## config.mk

```make
export PLATFORM = sky130hd
export DESIGN_NAME = fp_div_iter_flat
export DESIGN_NICKNAME = d
export VERILOG_FILES = /design/src/rtl/fp_div_iter_pkg.sv /design/src/rtl/fp_div_iter_if.sv /design/src/rtl/fp_div_iter_lzc.sv /design/src/rtl/fp_div_iter.sv /design/src/flat_wrapper.sv
export SDC_FILE = /design/constraint.sdc
export NUM_CORES = 1
export LEC_CHECK = 0
export ABC_AREA = 0
export ABC_CLOCK_PERIOD_IN_PS = 11700
export BUFFER_PORTS_ARGS = -buffer_cell sky130_fd_sc_hd__buf_2
export CAP_MARGIN = 0
export CORE_ASPECT_RATIO = 0.5
export CORE_MARGIN = 5
export CORE_UTILIZATION = 65
export DETAILED_ROUTE_END_ITERATION = 12
export GPL_ROUTABILITY_DRIVEN = 0
export HOLD_SLACK_MARGIN = 0.03
export PLACE_DENSITY = 0.86
export SLEW_MARGIN = 20
export SYNTH_ARGS = -nofsm -noshare
export SYNTH_HDL_FRONTEND = slang
export SYNTH_SLANG_ARGS = --single-unit
```

## constraint.sdc

```tcl
create_clock -name clock -period 11.7 [get_ports clock]
set_clock_uncertainty 0.2 [all_clocks]
set_input_delay 2.34 -clock clock [delete_from_list [all_inputs] [get_ports clock]]
set_output_delay 2.34 -clock clock [all_outputs]
set_load 0.01 [all_outputs]
```

## src/rtl/fp_div_iter_pkg.sv

```systemverilog
// Shared types for the iterative binary32 divider: the record handed to the
// rounding stage, request/response bundles, FSM states and operand classes.
package fp_div_iter_pkg;

   // Quotient bits produced by the restoring loop (one per cycle).
   localparam int DIV_CYCLES = 27;

   // Unrounded result record consumed by the rounder.
   typedef struct packed {
      logic        sig;
      logic [10:0] expo;
      logic [24:0] mant;
      logic [1:0]  rema;
      logic [1:0]  fmt;
      logic [2:0]  rm;
      logic [2:0]  grs;
      logic        snan;
      logic        qnan;
      logic        dbz;
      logic        inf;
      logic        zero;
   } fp_rnd_in_type;

   typedef struct packed {
      logic        start;
      logic [31:0] a;
      logic [31:0] b;
      logic [2:0]  rm;
   } fp_div_in_type;

   typedef struct packed {
      logic ready;
      logic busy;
   } fp_div_out_type;

   typedef enum logic [1:0] {
      ST_IDLE,
      ST_DIV,
      ST_NORM,
      ST_DONE
   } fp_div_state_t;

   // Operand class flags; at most one is set, none for a normal number.
   typedef struct packed {
      logic zero;
      logic sub;
      logic inf;
      logic snan;
      logic qnan;
   } fp_class_t;

   function automatic fp_class_t fp_classify(input logic [31:0] x);
      fp_class_t c;
      logic      e_max;
      logic      e_zero;
      logic      f_zero;
      e_max  = &x[30:23];
      e_zero = ~|x[30:23];
      f_zero = ~|x[22:0];
      c.zero = e_zero & f_zero;
      c.sub  = e_zero & ~f_zero;
      c.inf  = e_max & f_zero;
      c.snan = e_max & ~f_zero & ~x[22];
      c.qnan = e_max & x[22];
      return c;
   endfunction

endpackage

```

## src/rtl/fp_div_iter_if.sv

```systemverilog
// Request/response bundle between a divider client and fp_div_iter.
interface fp_div_iter_if;
   import fp_div_iter_pkg::*;

   logic          fp_div_start;
   logic [31:0]   fp_div_a;
   logic [31:0]   fp_div_b;
   logic [2:0]    fp_div_rm;
   logic          fp_div_busy;
   logic          fp_div_ready;
   fp_rnd_in_type fp_rnd_o;

   modport master (
      output fp_div_start, fp_div_a, fp_div_b, fp_div_rm,
      input  fp_div_busy, fp_div_ready, fp_rnd_o
   );

   modport slave (
      input  fp_div_start, fp_div_a, fp_div_b, fp_div_rm,
      output fp_div_busy, fp_div_ready, fp_rnd_o
   );

endinterface

```

## src/rtl/fp_div_iter_lzc.sv

```systemverilog
// Leading-zero counter for a 23-bit binary32 fraction; returns 23 for zero.
module fp_div_iter_lzc (
   input  logic [22:0] i_data,
   output logic [4:0]  o_count
);

   // Scan upward so the highest set bit writes last and wins.
   always_comb begin
      o_count = 5'd23;
      for (int i = 0; i < 23; i++) begin
         if (i_data[i]) begin
            o_count = 5'(22 - i);
         end
      end
   end

endmodule

```

## src/rtl/fp_div_iter.sv

```systemverilog
// Iterative binary32 divider: radix-2 restoring loop producing the unrounded
// sign/exponent/significand/GRS record for the rounding stage. Special
// operands bypass the loop and complete one cycle after the start strobe.
module fp_div_iter
   import fp_div_iter_pkg::*;
(
   input logic          clock,
   input logic          reset,
   fp_div_iter_if.slave bus
);

   fp_div_in_type  w_req;
   fp_div_state_t  r_state;
   fp_div_out_type r_out;
   fp_rnd_in_type  r_rnd;
   logic [4:0]     r_cnt;
   logic           r_sig;
   logic [2:0]     r_rm;
   logic [10:0]    r_exp;
   logic [23:0]    r_mb;
   logic [25:0]    r_rem;
   logic [26:0]    r_quo;

   assign w_req = '{start: bus.fp_div_start, a: bus.fp_div_a,
                    b: bus.fp_div_b, rm: bus.fp_div_rm};

   assign bus.fp_div_busy  = r_out.busy;
   assign bus.fp_div_ready = r_out.ready;
   assign bus.fp_rnd_o     = r_rnd;

   // ---------------------------------------------------------------- decode
   logic [4:0]  w_lz_a;
   logic [4:0]  w_lz_b;
   fp_class_t   w_cls_a;
   fp_class_t   w_cls_b;
   logic [23:0] w_ma;
   logic [23:0] w_mb;
   logic [10:0] w_ea;
   logic [10:0] w_eb;
   logic [10:0] w_e_start;

   fp_div_iter_lzc u_lzc_a (.i_data(w_req.a[22:0]), .o_count(w_lz_a));
   fp_div_iter_lzc u_lzc_b (.i_data(w_req.b[22:0]), .o_count(w_lz_b));

   // Unpack operands into 24-bit significands and 11-bit two's-complement
   // exponents. A subnormal fraction is shifted until its top set bit sits
   // in the hidden position; its value frac*2^-149 equals m*2^(e'-150) with
   // m = frac<<(lz+1), hence e' = -lz.
   always_comb begin
      // NOTE: every combinational output gets a default first, so no path
      // through the block leaves it unassigned and no latch is inferred.
      w_cls_a = fp_classify(w_req.a);
      w_cls_b = fp_classify(w_req.b);
      w_ma    = {1'b1, w_req.a[22:0]};
      w_mb    = {1'b1, w_req.b[22:0]};
      w_ea    = {3'b000, w_req.a[30:23]};
      w_eb    = {3'b000, w_req.b[30:23]};
      if (w_cls_a.sub) begin
         w_ma = {1'b0, w_req.a[22:0]} << (w_lz_a + 5'd1);
         w_ea = 11'd0 - {6'd0, w_lz_a};
      end
      if (w_cls_b.sub) begin
         w_mb = {1'b0, w_req.b[22:0]} << (w_lz_b + 5'd1);
         w_eb = 11'd0 - {6'd0, w_lz_b};
      end
      w_e_start = w_ea - w_eb + 11'd127;
   end

   // ---------------------------------------------------------- special cases
   logic          w_a_nan;
   logic          w_b_nan;
   logic          w_a_fin;
   logic          w_is_snan;
   logic          w_is_qnan;
   logic          w_is_dbz;
   logic          w_is_inf;
   logic          w_is_zero;
   logic          w_special;
   fp_rnd_in_type w_spec_rnd;

   // Priority-encode the invalid / NaN / divide-by-zero / inf / zero outcomes.
   always_comb begin
      w_a_nan   = w_cls_a.snan | w_cls_a.qnan;
      w_b_nan   = w_cls_b.snan | w_cls_b.qnan;
      w_a_fin   = ~w_cls_a.inf & ~w_a_nan;
      w_is_snan = w_cls_a.snan | w_cls_b.snan |
                  (w_cls_a.zero & w_cls_b.zero) | (w_cls_a.inf & w_cls_b.inf);
      w_is_qnan = ~w_is_snan & (w_a_nan | w_b_nan);
      w_is_dbz  = ~w_is_snan & ~w_is_qnan & w_a_fin & ~w_cls_a.zero & w_cls_b.zero;
      w_is_inf  = ~w_is_snan & ~w_is_qnan & w_cls_a.inf;
      w_is_zero = ~w_is_snan & ~w_is_qnan &
                  (w_cls_a.zero | (w_a_fin & w_cls_b.inf));
      w_special = w_is_snan | w_is_qnan | w_is_dbz | w_is_inf | w_is_zero;

      w_spec_rnd      = '0;
      w_spec_rnd.sig  = w_req.a[31] ^ w_req.b[31];
      w_spec_rnd.rm   = w_req.rm;
      w_spec_rnd.snan = w_is_snan;
      w_spec_rnd.qnan = w_is_qnan;
      w_spec_rnd.dbz  = w_is_dbz;
      w_spec_rnd.inf  = w_is_inf;
      w_spec_rnd.zero = w_is_zero;
   end

   // ------------------------------------------------------------ divide step
   logic [26:0] w_trial;
   logic        w_q_bit;
   logic [25:0] w_rem_kept;

   // One restoring step: keep R-mb when it does not borrow. Comparing before
   // the shift (rather than after) aligns the first quotient bit with 2^0 of
   // ma/mb, giving Q = floor(ma*2^26/mb) after 27 steps.
   always_comb begin
      w_trial    = {1'b0, r_rem} - {3'b000, r_mb};
      w_q_bit    = ~w_trial[26];
      w_rem_kept = w_q_bit ? w_trial[25:0] : r_rem;
   end

   // ---------------------------------------------------------- normalisation
   logic          w_q_top;
   logic [23:0]   w_sig24;
   logic [2:0]    w_grs;
   logic [10:0]   w_e_norm;
   logic          w_tiny;
   logic [10:0]   w_sh_full;
   logic [4:0]    w_shamt;
   logic [26:0]   w_frame;
   logic [26:0]   w_frame_sh;
   logic [26:0]   w_mask;
   logic          w_lost;
   fp_rnd_in_type w_norm_rnd;

   // Pick the 24-bit significand from Q, then denormalise tiny results by
   // shifting right and folding every lost bit into the sticky position.
   always_comb begin
      w_q_top    = r_quo[26];
      w_sig24    = w_q_top ? r_quo[26:3] : r_quo[25:2];
      w_grs      = w_q_top ? r_quo[2:0]  : {r_quo[1:0], 1'b0};
      w_e_norm   = w_q_top ? r_exp : r_exp - 11'd1;
      w_tiny     = $signed(w_e_norm) < 11'sd1;
      w_sh_full  = 11'd1 - w_e_norm;
      w_shamt    = (w_sh_full > 11'd26) ? 5'd26 : w_sh_full[4:0];
      w_frame    = {w_sig24, w_grs};
      w_frame_sh = w_frame >> w_shamt;
      w_mask     = (27'd1 << w_shamt) - 27'd1;
      w_lost     = |(w_frame & w_mask);

      w_norm_rnd      = '0;
      w_norm_rnd.sig  = r_sig;
      w_norm_rnd.rm   = r_rm;
      w_norm_rnd.rema = {1'b0, |r_rem};
      if (w_tiny) begin
         w_norm_rnd.expo = 11'd0;
         w_norm_rnd.mant = {1'b0, w_frame_sh[26:3]};
         w_norm_rnd.grs  = {w_frame_sh[2:1], w_frame_sh[0] | w_lost};
      end else begin
         w_norm_rnd.expo = w_e_norm;
         w_norm_rnd.mant = {1'b0, w_sig24};
         w_norm_rnd.grs  = w_grs;
      end
   end

   // ------------------------------------------------------------------- FSM
   // Control FSM with the iteration datapath and registered outputs.
   always_ff @(posedge clock or negedge reset) begin
      // NOTE: all state uses non-blocking assignment so every register in
      // this block updates from the values present before the edge.
      if (!reset) begin
         r_state <= ST_IDLE;
         r_out   <= '0;
         r_rnd   <= '0;
         r_cnt   <= '0;
         r_sig   <= 1'b0;
         r_rm    <= '0;
         r_exp   <= '0;
         r_mb    <= '0;
         r_rem   <= '0;
         r_quo   <= '0;
      end else begin
         case (r_state)
            ST_IDLE: begin
               r_out.ready <= 1'b0;
               if (w_req.start) begin
                  r_out.busy <= 1'b1;
                  r_sig      <= w_req.a[31] ^ w_req.b[31];
                  r_rm       <= w_req.rm;
                  if (w_special) begin
                     r_rnd       <= w_spec_rnd;
                     r_out.ready <= 1'b1;
                     r_state     <= ST_DONE;
                  end else begin
                     r_exp   <= w_e_start;
                     r_rem   <= {2'b00, w_ma};
                     r_mb    <= w_mb;
                     r_quo   <= '0;
                     r_cnt   <= 5'(DIV_CYCLES - 1);
                     r_state <= ST_DIV;
                  end
               end
            end
            ST_DIV: begin
               r_rem <= w_rem_kept << 1;
               r_quo <= {r_quo[25:0], w_q_bit};
               if (r_cnt == 5'd0) begin
                  r_state <= ST_NORM;
               end else begin
                  r_cnt <= r_cnt - 5'd1;
               end
            end
            ST_NORM: begin
               r_rnd       <= w_norm_rnd;
               r_out.ready <= 1'b1;
               r_state     <= ST_DONE;
            end
            ST_DONE: begin
               r_out.ready <= 1'b0;
               r_out.busy  <= 1'b0;
               r_state     <= ST_IDLE;
            end
            default: begin
               r_state <= ST_IDLE;
            end
         endcase
      end
   end

endmodule

```

## src/flat_wrapper.sv

```systemverilog
// flat-port wrapper written by rule: the top's interface ports become plain ports
module fp_div_iter_flat import fp_div_iter_pkg::*;
  (clock, reset, bus_fp_div_start, bus_fp_div_a, bus_fp_div_b, bus_fp_div_rm, bus_fp_div_busy, bus_fp_div_ready, bus_fp_rnd_o);
  fp_div_iter_if bus_i ();
  input logic clock;
  input logic reset;
  input wire logic [$bits(bus_i.fp_div_start)-1:0] bus_fp_div_start;
  input wire logic [$bits(bus_i.fp_div_a)-1:0] bus_fp_div_a;
  input wire logic [$bits(bus_i.fp_div_b)-1:0] bus_fp_div_b;
  input wire logic [$bits(bus_i.fp_div_rm)-1:0] bus_fp_div_rm;
  output wire logic [$bits(bus_i.fp_div_busy)-1:0] bus_fp_div_busy;
  output wire logic [$bits(bus_i.fp_div_ready)-1:0] bus_fp_div_ready;
  output wire logic [$bits(bus_i.fp_rnd_o)-1:0] bus_fp_rnd_o;
  assign bus_i.fp_div_start = bus_fp_div_start;
  assign bus_i.fp_div_a = bus_fp_div_a;
  assign bus_i.fp_div_b = bus_fp_div_b;
  assign bus_i.fp_div_rm = bus_fp_div_rm;
  assign bus_fp_div_busy = bus_i.fp_div_busy;
  assign bus_fp_div_ready = bus_i.fp_div_ready;
  assign bus_fp_rnd_o = bus_i.fp_rnd_o;
  fp_div_iter u_core (.clock(clock), .reset(reset), .bus(bus_i));
endmodule
```

Yosys cells after proc, flatten, opt, wreduce, memory -nomap -nowiden
Index checks and enable logic that the tools add are counted.
{"block": "totals", "word_cells": 196, "register_bits": 153, "inputBits": 70, "out_inout_bits": 54}
{"block": "classes", "eq_ne": 8, "n_addsub": 11, "n_bitwise": 46, "shifts": 4, "magnitude_cmp": 2, "mux": 78, "reduce_logical": 25}
{"operator": "2-to-1 mux 5 bit", "count": 48}
{"operator": "2-to-1 mux 52 bit", "count": 2}
{"operator": "one-hot mux 52 bit (2 select lines)", "count": 1}
{"operator": "2-to-1 mux 24 bit", "count": 3}
{"operator": "2-to-1 mux 27 bit", "count": 2}
{"operator": "one-hot mux 27 bit (2 select lines)", "count": 1}
{"operator": "2-to-1 mux 26 bit", "count": 2}
{"operator": "one-hot mux 26 bit (2 select lines)", "count": 1}
{"operator": "left shift 23 x 5 -> 24 bit", "count": 2}
{"operator": "OR reduction 23 bit", "count": 2}
{"operator": "2-to-1 mux 36 bit", "count": 1}
{"operator": "2-to-1 mux 11 bit", "count": 3}
{"operator": "AND 27 bit", "count": 1}
{"operator": "OR reduction 27 bit", "count": 1}
{"operator": "left shift 1 x 5 -> 27 bit (first input constant)", "count": 1}
{"operator": "right shift 27 x 5 -> 27 bit", "count": 1}
{"operator": "subtractor 26 x 24 -> 27 bit", "count": 1}
{"operator": "subtractor 27 x 1 -> 27 bit (second input constant)", "count": 1}
{"operator": "OR reduction 26 bit", "count": 1}
{"operator": "2-to-1 mux 25 bit", "count": 1}
{"operator": "AND 1 bit", "count": 23}
{"operator": "AND reduction 8 bit", "count": 2}
{"operator": "OR reduction 8 bit", "count": 2}
{"operator": "bitwise OR 1 bit", "count": 12}
{"operator": "30 further kinds", "count": 59}

Depth between registers and ports, before layout
{"block": "depth", "word_depth": 29, "mapped_depth": 30, "depth_no_buf": 26}

Cells and area by module
A second synthesis with hierarchy kept.
{"block": "hier_totals", "hier_cells": 1940, "hier_area_um2": 14779.2}
{"module": "fp_div_iter", "n_inst": 1, "area_per_inst_um2": 14306.2, "cells_per_inst": 1856, "seq_area_each_um2": 3728.6}
{"module": "fp_div_iter_lzc", "n_inst": 2, "area_per_inst_um2": 236.5, "cells_per_inst": 42, "seq_area_each_um2": 0.0}

Worst setup path before layout
OpenSTA, ideal clock, no wires.
{"block": "synth_path", "path_kind": "input -> register", "from": "input port bus_fp_div_b[13]", "to": "register u_core.r_exp[9]", "path_stages": 26, "required_ns": 11.367, "arrival_time_ns": 7.396, "setup_time_ns": 0.133, "setup_slack_ns": 3.971, "n_path_buf": 6, "path_cell_list": "clkbuf_1 nor2b_1 o21bai_1 a21oi_1 o21bai_1 a21o_1 and2_1 clkbuf_1 buf_1 clkbuf_1 inv_1 ha_1 clkbuf_1 clkbuf_1 a21oi_1 ha_1 ha_1 fa_1 a21o_1 a21o_1 a21o_1 a21oi_1 o21bai_1 a21oi_1 xnor2_1 o21ai_0"}
{"block": "synth_between", "elab_chain_cells": 18}
{"element": "start: declaration", "line_no": "flat_wrapper.sv:9", "text": "input wire logic [$bits(bus_i.fp_div_b)-1:0] bus_fp_div_b;"}
{"element": "branches (longest 18 deep; another with subtractor 1 x 5 -> 6 bit)"}
{"element": "end signal: assignment", "line_no": "fp_div_iter.sv:192", "text": "r_exp <= w_e_start;"}
{"element": "end: declaration", "line_no": "fp_div_iter.sv:19", "text": "logic [10:0] r_exp;"}
Parallel ways; which one is timed is not known.
A chain may end at the register's enable or synchronous reset.

Worst setup path after layout
{"block": "layout_path", "from": "register u_core.r_exp[0]", "to": "register u_core.r_rnd, in the netlist u_core.bus.fp_rnd_o[5]"}
{"block": "layout_between", "elab_chain_cells": 12}
{"element": "subtractor 11 x 1 -> 11 bit", "line_no": "fp_div_iter.sv:139", "text": "w_e_norm = w_q_top ? r_exp : r_exp - 11'd1;"}
{"element": "2-to-1 mux 11 bit (*)", "line_no": "fp_div_iter.sv:139"}
{"element": "subtractor 1 x 11 -> 11 bit", "line_no": "fp_div_iter.sv:141", "text": "w_sh_full = 11'd1 - w_e_norm;"}
{"element": "greater-than comparator 11 x 5 -> 1 bit", "line_no": "fp_div_iter.sv:142", "text": "w_shamt = (w_sh_full > 11'd26) ? 5'd26 : w_sh_full[4:0];"}
{"element": "2-to-1 mux 5 bit", "line_no": "fp_div_iter.sv:142"}
{"element": "left shift 1 x 5 -> 27 bit", "line_no": "fp_div_iter.sv:145", "text": "w_mask = (27'd1 << w_shamt) - 27'd1;"}
{"element": "subtractor 27 x 1 -> 27 bit", "line_no": "fp_div_iter.sv:145"}
{"element": "AND 27 bit", "line_no": "fp_div_iter.sv:146", "text": "w_lost = |(w_frame & w_mask);"}
{"element": "OR reduction 27 bit", "line_no": "fp_div_iter.sv:146"}
{"element": "bitwise OR 1 bit", "line_no": "fp_div_iter.sv:155", "text": "w_norm_rnd.grs = {w_frame_sh[2:1], w_frame_sh[0] | w_lost};"}
{"element": "2-to-1 mux 3 bit (*)", "line_no": "fp_div_iter.sv:152", "text": "if (w_tiny) begin"}
{"element": "one-hot mux 52 bit (2 select lines) (*)", "line_no": "fp_div_iter.sv:180", "text": "case (r_state)"}
{"element": "end signal: assignment", "line_no": "fp_div_iter.sv:188", "text": "r_rnd <= w_spec_rnd;"}
{"element": "end signal: assignment", "line_no": "fp_div_iter.sv:211", "text": "r_rnd <= w_norm_rnd;"}
{"element": "end: declaration", "line_no": "fp_div_iter.sv:15", "text": "fp_rnd_in_type r_rnd;"}
Every way passes the cells marked *; elsewhere a longest branch is shown, timed or not.

==> flow_summary.toml <==
[logic_synthesis]
ys_seq_elements = 149
synth_most_common_cell = "nand2_1"
synthTopCellsByCount = "nand2_1 (256), dfrtp_1 (149), o21ai_0 (143), nor2_1 (139), a21oi_1 (136)"
postSynth.asyncResetShare = 1.00
yosys_warnings = 0
yosysSeqAreaShare = 0.253
yosysUniqueCellTypes = 91
synth_area_leaders = "dfrtp_1 (25%), nand2_1 (6.5%), mux2i_1 (5.8%)"
netlist_area_mm2 = 0.0147
syn_inst = 1868
avgSynthCellArea_um2 = 7.89
synth_edf_count = 0
yosysTopAreaCell = "dfrtp_1"
ys.flop_type = "dfrtp_1"
synth_top_area_frac = 0.253

[pwr]
leakage_nw = 6.79
p_per_area_mw_per_mm2 = 242
peakVddDrop_uv = 206

[die]
ios = 124
die-area_mm2 = 0.0260
fp.dieH_um = 116
rows = 38
initial_core_util = 0.671
core_area_mm2 = 0.0220
die_x_um = 223

[routing]
wl_met2_um = 19900
routedWlPerCell_um = 20.8
wl_met3_um = 5880
wl_um = 46100
top_layer = "met4"
wl_met1_um = 18100
ant_nets = 0
via_count = 15600
drt-pass1-iter-count = 9
drt_iter0_markers = 2813
via_per_inst = 7.05
drc = 0

[critical_path]
r2r_cells = 26
worstSetupEndpointType = "flop"
critPathLaunch = "u_core.r_exp[0]"
setup.worst_path.start_class = "flop"
criticalPathCategory = "reg2reg"
endpoint = "u_core.bus.fp_rnd_o[5]"
worstPathMaxFanout = 21
required_ps = 11820
cp.arrival_ps = 7670
r2r_end = "u_core.bus.fp_rnd_o[5]"
r2r_setup_slack_ps = 4150
timing.rr.start = "u_core.r_exp[0]"

[timing]
min_period_ps = 7550
rsz0062_at_grt = "no"
tns_ps = 0
slew_viol_final = 0
worst_slew_margin_rel = 0.263
final_hold_viol_count = 0
fin_crit_sh = 0.645
setup_violations = 0
fmax_ghz = 0.133
tightest_slew_ps = 1080

[grt]
first_global_vias = 14000
antenna_found_initial = 0
gr-total-overflow = 0
grt_pass1_wl_um = 73900
grtUsageTotal = 0.351
grt_max_degree = 80

[finish]
fill_cells = 1698
fin_area_mm2 = 0.0161
insertedDiodeCount = 0
regArea_mm2 = 0.00373
final_cells = 2218
drive_gt1_frac = 0.149
fin_nets = 2035
multi_input_area_mm2 = 0.0103
syn2layout_area_growth_pct = 9.10
final_util = 0.732

[placement]
dp.cells = 2186
port_buffers = 119
place_area_mm2 = 0.0155
hpwl_um = 33400

[clock_network]
cts_tree = "built"
clockBufferDepth = 2
cts-root-buf = "clkbuf_16"
path_clk_slew_ps = 70
clk_latency_ps = 460
cts_sinks = 149
htreeDepth = 4
holdBufCountCts = 0
cts-resized-gates = 0
postCtsSetupRepairBufs = 0
numCtsBuffers = 17

[worst_hold_path]
hold_class = "reg2reg"

[job]
cap_violations = 0

[run_status]
outcome = "completed"
==> layer usage <==
metal,track usage,vias up
met3,0.0972,254
met1,0.476,7220
met5,0,-
li1,-,7028
met4,0.139,0
met2,0.541,1125
==> kinds of logic after synthesis <==
family          share of synthesized area
compound gates                      0.256
simple gates                        0.211
flops                               0.253
xor+xnor                           0.0357
fa+ha+maj                          0.0520
other cells                      0.000255
mux                                 0.135
buf+inv                            0.0567
==> critical path, stage by stage, from the launching register on <==
cell and delay (ps):
dfrtp_1 640, inv_1 180, ha_1 360, inv_1 50, o21a_1 380, inv_1 560, ha_1 410, inv_1 170
a211oi_1 420, o21ai_1 130, xnor2_1 160, a311oi_2 410, nand2_2 300, nor2_4 390, nand2_1 190, nor2_1 210
nand3_1 100, ha_1 440, nand2_1 240, o22ai_1 100, a211oi_1 260, a22o_1 160, o21ai_0 90, a2111oi_0 330
nand3_1 140, nor4_1 270, a31oi_1 120
==> how the worst min path moves through the flow <==
stage / cells after the start / startpoint / slack [ps] / end
2_1_floorplan: 2 / u_core.r_sig / 240 / u_core.r_sig
3_3_place_gp: 2 / u_core.bus.fp_rnd_o[10] / 260 / u_core.bus.fp_rnd_o[10]
3_5_place_dp: 2 / u_core.bus.fp_rnd_o[48] / 260 / u_core.bus.fp_rnd_o[48]
4_1_cts: 2 / u_core.bus.fp_rnd_o[0] / 280 / u_core.bus.fp_rnd_o[0]
5_1_grt: 2 / u_core.bus.fp_rnd_o[48] / 300 / u_core.bus.fp_rnd_o[48]
6_report: 2 / u_core.bus.fp_rnd_o[10] / 270 / u_core.bus.fp_rnd_o[10]
==> area by class of cell <==
type | instances | share of cell area
multi-input combinational | 1516 | 0.639
sequential | 149 | 0.232
timing repair buffer | 146 | 0.0503
clock buffer | 19 | 0.0282
tap | 300 | 0.0234
inverter | 75 | 0.0175
clock inverter | 13 | 0.00989
==> cell usage in the layout (no fill, tap or decap), types with 16 or more instances in the layout <==
cell type  instances
a21oi_1          134
o21ai_0          142
nand3_1           74
mux4_2            33
nor4_1            31
nor3_1            56
a21o_1            18
xnor2_1           38
o31ai_1           19
clkbuf_16         17
mux2i_1           85
a221oi_1          16
o211ai_1          26
buf_2            118
buf_4             26
nor2b_1           19
ha_1              58
nand2_1          256
a211oi_1          21
o22ai_1           28
inv_1             72
nor2_1           139
mux2_2            35
dfrtp_1          148
a31oi_1           17
xor2_1            17
==> stage by stage <==
step,power (W),hold WS [ps],worst slack (ps)
after floorplan,0.00261,245,3970
after global placement,0.00317,257,4470
after detailed placement,0.00323,265,4340
after CTS,0.00381,279,4400
after global routing,0.00416,303,3380
final,0.00390,273,4150
==> power by group <==
part           internal, W  switching, W
clock network     0.000332      0.000248
logic             0.000870       0.00163
registers         0.000666      0.000151
total              0.00187       0.00203
==> sequential cells by signal (all words and copies together), names as in the netlist <==
name                     cells
u_core.bus.fp_rnd_o         48
u_core.r_quo                27
u_core.r_rem                26
u_core.r_mb                 24
u_core.r_exp                11
u_core.r_cnt                 5
u_core.r_rm                  3
u_core.r_state               2
u_core.bus.fp_div_busy       1
u_core.bus.fp_div_ready      1
u_core.r_sig                 1
Note: power is estimated with default switching activity, not from simulation.
